$ cat src/rtl/lfsr_pkg.sv
// Shared types and helpers for the Fibonacci LFSR random source.
// Holds the FSM encoding, maximal-length tap masks and the step function.
package lfsr_pkg;

  typedef enum logic {
    FILL = 1'b0,
    HOLD = 1'b1
  } lfsr_state_e;

  // Maximal-length feedback masks indexed by width; bit i feeds state[i] into the XOR.
  localparam logic [31:0] DEFAULT_TAPS [3:32] = '{
    32'h0000_0006, 32'h0000_000C, 32'h0000_0014, 32'h0000_0030,
    32'h0000_0060, 32'h0000_00B8, 32'h0000_0110, 32'h0000_0240,
    32'h0000_0500, 32'h0000_0829, 32'h0000_100D, 32'h0000_2015,
    32'h0000_6000, 32'h0000_D008, 32'h0001_2000, 32'h0002_0400,
    32'h0004_0023, 32'h0009_0000, 32'h0014_0000, 32'h0030_0000,
    32'h0042_0000, 32'h00E1_0000, 32'h0120_0000, 32'h0200_0023,
    32'h0400_0013, 32'h0900_0000, 32'h1400_0000, 32'h2000_0029,
    32'h4800_0000, 32'h8020_0003
  };

  // Callers pass zero-extended operands and truncate the result to their width.
  function automatic logic [31:0] lfsr_step(input logic [31:0] state, input logic [31:0] taps);
    logic fb;
    fb = ^(state & taps);
    return {state[30:0], fb};
  endfunction

endpackage

$ cat src/rtl/lfsr_core.sv
// LFSR state register with seed mux and zero-seed substitution.
module lfsr_core
  import lfsr_pkg::*;
#(
  parameter int               WIDTH = 5,
  parameter logic [WIDTH-1:0] TAPS  = WIDTH'(DEFAULT_TAPS[WIDTH]),
  parameter logic [WIDTH-1:0] SEED  = WIDTH'(1)
) (
  input  logic             clk,
  input  logic             rst_n,
  input  logic             adv,
  input  logic             load,
  input  logic [WIDTH-1:0] load_val,
  output logic [WIDTH-1:0] state
);

  logic [WIDTH-1:0] state_r;
  logic [WIDTH-1:0] next_s;

  assign next_s = WIDTH'(lfsr_step(32'(state_r), 32'(TAPS)));
  assign state  = state_r;

  // State register: a load beats an advance, and a zero load falls back to SEED.
  always_ff @(posedge clk) begin
    if (!rst_n) begin
      state_r <= SEED;
    end else if (load) begin
      state_r <= (load_val == '0) ? SEED : load_val;
    end else if (adv) begin
      state_r <= next_s;
    end else begin
      state_r <= state_r;
    end
  end

endmodule

$ cat src/rtl/lfsr_rng.sv
// Random word source: LFSR core plus fill/hold handshake FSM, period-wrap flag
// and zero-seed lockup indication.
module lfsr_rng
  import lfsr_pkg::*;
#(
  parameter int               WIDTH = 5,
  parameter logic [WIDTH-1:0] TAPS  = WIDTH'(DEFAULT_TAPS[WIDTH]),
  parameter logic [WIDTH-1:0] SEED  = WIDTH'(1),
  parameter int               OUT_W = 5
) (
  input  logic             clk,
  input  logic             rst_n,
  input  logic             en,
  input  logic             seed_valid,
  input  logic [WIDTH-1:0] seed_in,
  output logic             out_valid,
  input  logic             out_ready,
  output logic [OUT_W-1:0] out_data,
  output logic             wrap,
  output logic             lockup_fix
);

  localparam int CNT_W = $clog2(OUT_W + 1);

  if (WIDTH < 3 || WIDTH > 32) begin : g_bad_width
    $fatal(1, "lfsr_rng: WIDTH must be in 3..32");
  end
  if (SEED == '0) begin : g_bad_seed
    $fatal(1, "lfsr_rng: SEED must be non-zero");
  end
  if (OUT_W < 1 || OUT_W > WIDTH) begin : g_bad_out_w
    $fatal(1, "lfsr_rng: OUT_W must be in 1..WIDTH");
  end
  if (TAPS[WIDTH-1] == 1'b0) begin : g_bad_taps
    $fatal(1, "lfsr_rng: TAPS must include the top state bit");
  end

  lfsr_state_e      fsm_r;
  logic [CNT_W-1:0] cnt_r;
  logic [WIDTH-1:0] ref_r;
  logic [WIDTH-1:0] state_s;
  logic [WIDTH-1:0] next_s;
  logic [OUT_W-1:0] out_data_r;
  logic             out_valid_r;
  logic             wrap_r;
  logic             lockup_fix_r;
  logic             adv_s;

  lfsr_core #(
    .WIDTH (WIDTH),
    .TAPS  (TAPS),
    .SEED  (SEED)
  ) u_core (
    .clk      (clk),
    .rst_n    (rst_n),
    .adv      (adv_s),
    .load     (seed_valid),
    .load_val (seed_in),
    .state    (state_s)
  );

  assign next_s = WIDTH'(lfsr_step(32'(state_s), 32'(TAPS)));

  // The LFSR only moves while filling, or on the edge that hands over a sample.
  always_comb begin
    adv_s = 1'b0;
    if (seed_valid) begin
      adv_s = 1'b0;
    end else if (fsm_r == FILL) begin
      adv_s = en;
    end else begin
      adv_s = en && out_valid_r && out_ready;
    end
  end

  // Fill/hold FSM with the sample register, period reference and status pulses.
  always_ff @(posedge clk) begin
    if (!rst_n) begin
      fsm_r        <= FILL;
      cnt_r        <= '0;
      ref_r        <= SEED;
      out_data_r   <= '0;
      out_valid_r  <= 1'b0;
      wrap_r       <= 1'b0;
      lockup_fix_r <= 1'b0;
    end else if (seed_valid) begin
      fsm_r        <= FILL;
      cnt_r        <= '0;
      ref_r        <= (seed_in == '0) ? SEED : seed_in;
      out_valid_r  <= 1'b0;
      wrap_r       <= 1'b0;
      lockup_fix_r <= (seed_in == '0);
    end else begin
      lockup_fix_r <= 1'b0;
      wrap_r       <= adv_s && (next_s == ref_r);
      case (fsm_r)
        FILL: begin
          if (en) begin
            if (cnt_r == CNT_W'(OUT_W - 1)) begin
              out_data_r  <= next_s[OUT_W-1:0];
              out_valid_r <= 1'b1;
              cnt_r       <= '0;
              fsm_r       <= HOLD;
            end else begin
              cnt_r <= cnt_r + CNT_W'(1'b1);
            end
          end else begin
            cnt_r <= cnt_r;
          end
        end
        HOLD: begin
          if (out_valid_r && out_ready) begin
            // Single-bit samples complete on the handover shift itself.
            if (en && (OUT_W == 1)) begin
              out_data_r <= next_s[OUT_W-1:0];
            end else if (en) begin
              out_valid_r <= 1'b0;
              cnt_r       <= CNT_W'(1'b1);
              fsm_r       <= FILL;
            end else begin
              out_valid_r <= 1'b0;
              cnt_r       <= '0;
              fsm_r       <= FILL;
            end
          end else begin
            out_valid_r <= out_valid_r;
          end
        end
        default: begin
          fsm_r       <= FILL;
          cnt_r       <= '0;
          out_valid_r <= 1'b0;
        end
      endcase
    end
  end

  assign out_valid  = out_valid_r;
  assign out_data   = out_data_r;
  assign wrap       = wrap_r;
  assign lockup_fix = lockup_fix_r;

endmodule

$ cat config.mk
export PLATFORM = sky130hd
export DESIGN_NAME = lfsr_rng
export DESIGN_NICKNAME = d
export VERILOG_FILES = /design/src/rtl/lfsr_pkg.sv /design/src/rtl/lfsr_core.sv /design/src/rtl/lfsr_rng.sv
export SDC_FILE = /design/constraint.sdc
export NUM_CORES = 1
export LEC_CHECK = 0
export ABC_AREA = 1
export BUFFER_PORTS_ARGS = -buffer_cell sky130_fd_sc_hd__buf_2
export CAP_MARGIN = 20
export CORE_MARGIN = 2
export CORE_UTILIZATION = 58
export CTS_CLUSTER_DIAMETER = 120
export DETAILED_ROUTE_END_ITERATION = 6
export GPL_ROUTABILITY_DRIVEN = 0
export GPL_TIMING_DRIVEN = 0
export PLACE_DENSITY = 0.87
export RECOVER_POWER = 25
export SYNTH_ARGS = -nofsm -noshare
export SYNTH_HDL_FRONTEND = slang
export SYNTH_SLANG_ARGS = --single-unit
$ cat constraint.sdc
create_clock -name clk -period 2.1 [get_ports clk]
set_input_delay 0.42 -clock clk [delete_from_list [all_inputs] [get_ports clk]]
set_output_delay 0.42 -clock clk [all_outputs]
set_load 0.01 [all_outputs]
==> reports/results.tsv <==
stage	metric	value	unit
cts	Post-CTS Resized	0	
sta	part of the cycle the worst path needs	64.2	%
detailed_routing	post-route ant nets	0	
yosys	sequential area share after synthesis	41.6	%
worst_setup_path	CP startpoint kind	flip-flop	
worst_setup_path	peak fanout along the critical path	7	
sta	total negative setup slack	0	ps
final_layout	Sequential Area	440	sq um
detailed_routing	Vias	997	
sta	Max Fclk	0.742	GHz
yosys	Synth Register Bits	22	
yosys	synth top area cells	dfxtp_1, nand2_1, nor2_1, nand3_1, inv_1	
floorplanning	initial core utilization	61.4	%
sta	Hold WS	380	ps
sta	unrepaired setup endpoints after global routing	no	
worst_setup_path	CP bufs+invs	1	
floorplanning	die area	2190	sq um
flow_run	max-cap violations	0	
final_layout	post-route insts no fill	205	
sta	final clock skew	6.67	ps
floorplanning	Chip Width	46.7	um
worst_setup_path	CP Cell Sequence	inv_1, ha_1, nand2_1, nor3_4, nand2_1, nand2_1, nor2_1	
grt	largest net degree at the start of global routing	14	
worst_setup_path	crit-path max cell delay	340	ps
place	post-detail-place hpwl	1.55	mm
sta	Hold Vio Cnt, Final	0	
yosys	post-synth cell types	19	
grt	GRT overflow	0	
final_layout	final net count	193	
grt	first-pass GRT wire length	3.59	mm
yosys	simple-gate share of the synthesized area	39.8	%
worst_setup_path	CP delay by family, top	simple AND/OR/NAND/NOR gates	
yosys	Synth warnings	0	
sta	Final setup viols	0	
detailed_routing	First-pass DRT Iterations	4	
cts	Max Buffers Root-to-Sink	2	
detailed_routing	WL/cell	10.9	um
worst_setup_path	crit path max-delay cell type	dfxtp_1	
worst_setup_path	WS Path Type	reg -> reg	
sta	Tmin final	1350	ps
grt	initial antenna violation count	0	
cts	Inserted Clock Buffers	3	
power_and_ir_drop	Worst VDD drop	563	uV
final_layout	area of the multi-input gates	537	sq um
final_layout	final instance area	1230	sq um
place	DP Area	1180	sq um
yosys	post-synthesis cell count	159	
status	outcome	complete, no violations	
power_and_ir_drop	Pwr Density	700	nW/um^2
detailed_routing	DR iter-0 viols	38	
place	PortBufs	17	
yosys	area share of fa/ha/maj cells after synthesis	2.36	%
yosys	Syn Nets	171	
yosys	top cell type's share of synthesized area	41.6	%
worst_setup_path	Critical Path RT	2300	ps
sta	Slew Limit Headroom	69.9	%
floorplanning	die height	46.7	um
worst_setup_path	CP most frequent cell	nand2_1	
power_and_ir_drop	leakage power	0.586	nW
yosys	area of the mapped netlist	1060	sq um
cts	Clock Sinks	22	
final_layout	Diodes inserted	0	
floorplanning	# rows	15	
place	placed cell count	201	
cts	Post-CTS Hold Fix Bufs	0	
final_layout	fill count	160	
floorplanning	io pins	18	
cts	Clock Pin Slew Worst Setup and Hold Paths	130	ps
yosys	main combinational cell family by area after synthesis	simple AND/OR/NAND/NOR gates	
yosys	post-synthesis compound-gate area fraction	7.67	%
sta	max-slew violations	0	
power_and_ir_drop	Final Power	0.859	mW
yosys	largest area contributor in the netlist	dfxtp_1	
detailed_routing	DR vias/cell	4.86	
final_layout	area grow syn2layout	15.7	%
yosys	mux share of post-synthesis cell area	0	%
cts	CTS root buf	clkbuf_4	
grt	GRT Total Usage	23.9	%
cts	CTS tree	yes	
final_layout	layout cell share with drive strength beyond 1	15.6	%
sta	slew at the pin closest to its max-slew limit	452	ps
grt	via count of the first global-routing pass	810	
cts	CTS H-Tree Depth	1	
yosys	synthesized area per cell	6.67	sq um
detailed_routing	DRC Markers	0	
cts	Clock Latency Late Sink	310	ps
floorplanning	core area	1730	sq um
worst_hold_path	hold crit path type	in -> reg	
detailed_routing	final WL	2.24	mm
cts	Post CTS Setup Buffer Count	0	
worst_setup_path	Worst Setup End Kind	flip-flop	
yosys	XOR/XNOR Fraction of Synth Area	0.826	%
worst_setup_path	Critical Path AT	1550	ps
## layout by cell type (no fill, tap or decap)
cell type	n
o2111ai_1	1
ha_1	2
o21ai_0	3
clkbuf_4	3
nand3b_1	1
nand2_2	1
buf_2	18
nand3_1	14
nand2_1	55
nor2_1	23
bufinv_16	1
dfxtp_1	22
a21oi_1	9
nand2_4	1
o22ai_1	2
nor2_4	1
clkbuf_1	2
nor3_4	1
xnor2_1	1
inv_1	17
inv_2	1
nor2_2	1
## Yosys cell counts
cell type,number
nand2_1,55
nand3b_1,1
o21ai_0,3
nand2_2,1
nand2_4,1
nand3_1,14
xnor2_1,1
nor2_1,23
buf_2,3
nor2_2,1
dfxtp_1,22
ha_1,2
o2111ai_1,1
a21oi_1,9
inv_1,17
o22ai_1,2
inv_2,1
nor3_4,1
nor2_4,1
## final cells by class
type	count	area share (%)
Multi-Input combinational cell	116	43.8
Buffer	3	1.12
Inverter	18	5.51
Clock buffer	3	1.84
Clock inverter	1	2.45
Timing Repair Buffer	17	6.84
Sequential cell	22	35.9
Tap cell	25	2.55
## stage by stage
stage	setup slack (ps)	utilization, %
3_3_place_gp	760	68.1
5_1_grt	625	71.0
2_1_floorplan	926	-
4_1_cts	774	71.2
6_report	753	71.0
3_5_place_dp	760	68.1
## cell families (layout without fill, tap and decap cells)
logic type      count (synthesis)  in the layout
simple gates                   98             98
flops                          22             22
buf+inv                        21             42
compound gates                 15             15
fa+ha+maj                       2              2
xor+xnor                        1              1
## report_power, final
group	total, mW	internal (mW)	switching [mW]	leakage [nW]
registers	0.442	0.431	0.0106	0.180
clock network	0.324	0.193	0.131	0.0279
logic	0.0928	0.0341	0.0588	0.379
## layer usage
metal	global-route usage, %	share of wire [%]	vias up
met5	0	0	-
met4	12.8	2.0	0
met3	5.77	5.6	6
met2	36.4	46	33
met1	31.6	47	422
li1	-	-	536
## path summary, 6_finish.rpt
| kind | slack (ps) | cells past startpoint | start | end |
|---|---|---|---|---|
| max | 750 | 7 | cnt_r[0] | out_data[0] |
| min | 380 | 3 | seed_in[0] | ref_r[0] |
| max reg2reg | 750 | 7 | cnt_r[0] | out_data[0] |
| min reg2reg | 490 | 2 | out_data[2] | out_data[2] |
## sequential cells by signal (all words and copies together) (netlist names)
| name | flops |
|---|---|
| cnt_r | 3 |
| fsm_r | 1 |
| lockup_fix | 1 |
| out_data | 5 |
| out_valid | 1 |
| ref_r | 5 |
| u_core.state | 5 |
| wrap | 1 |
## worst register-to-register path, delay by kind of cell (launching register included)
kind	cells	cell delay (ps)
fa+ha+maj	1	140
buf+inv	1	80
flops	1	340
simple gates	5	680
Power figures use the tool's default switching activity.
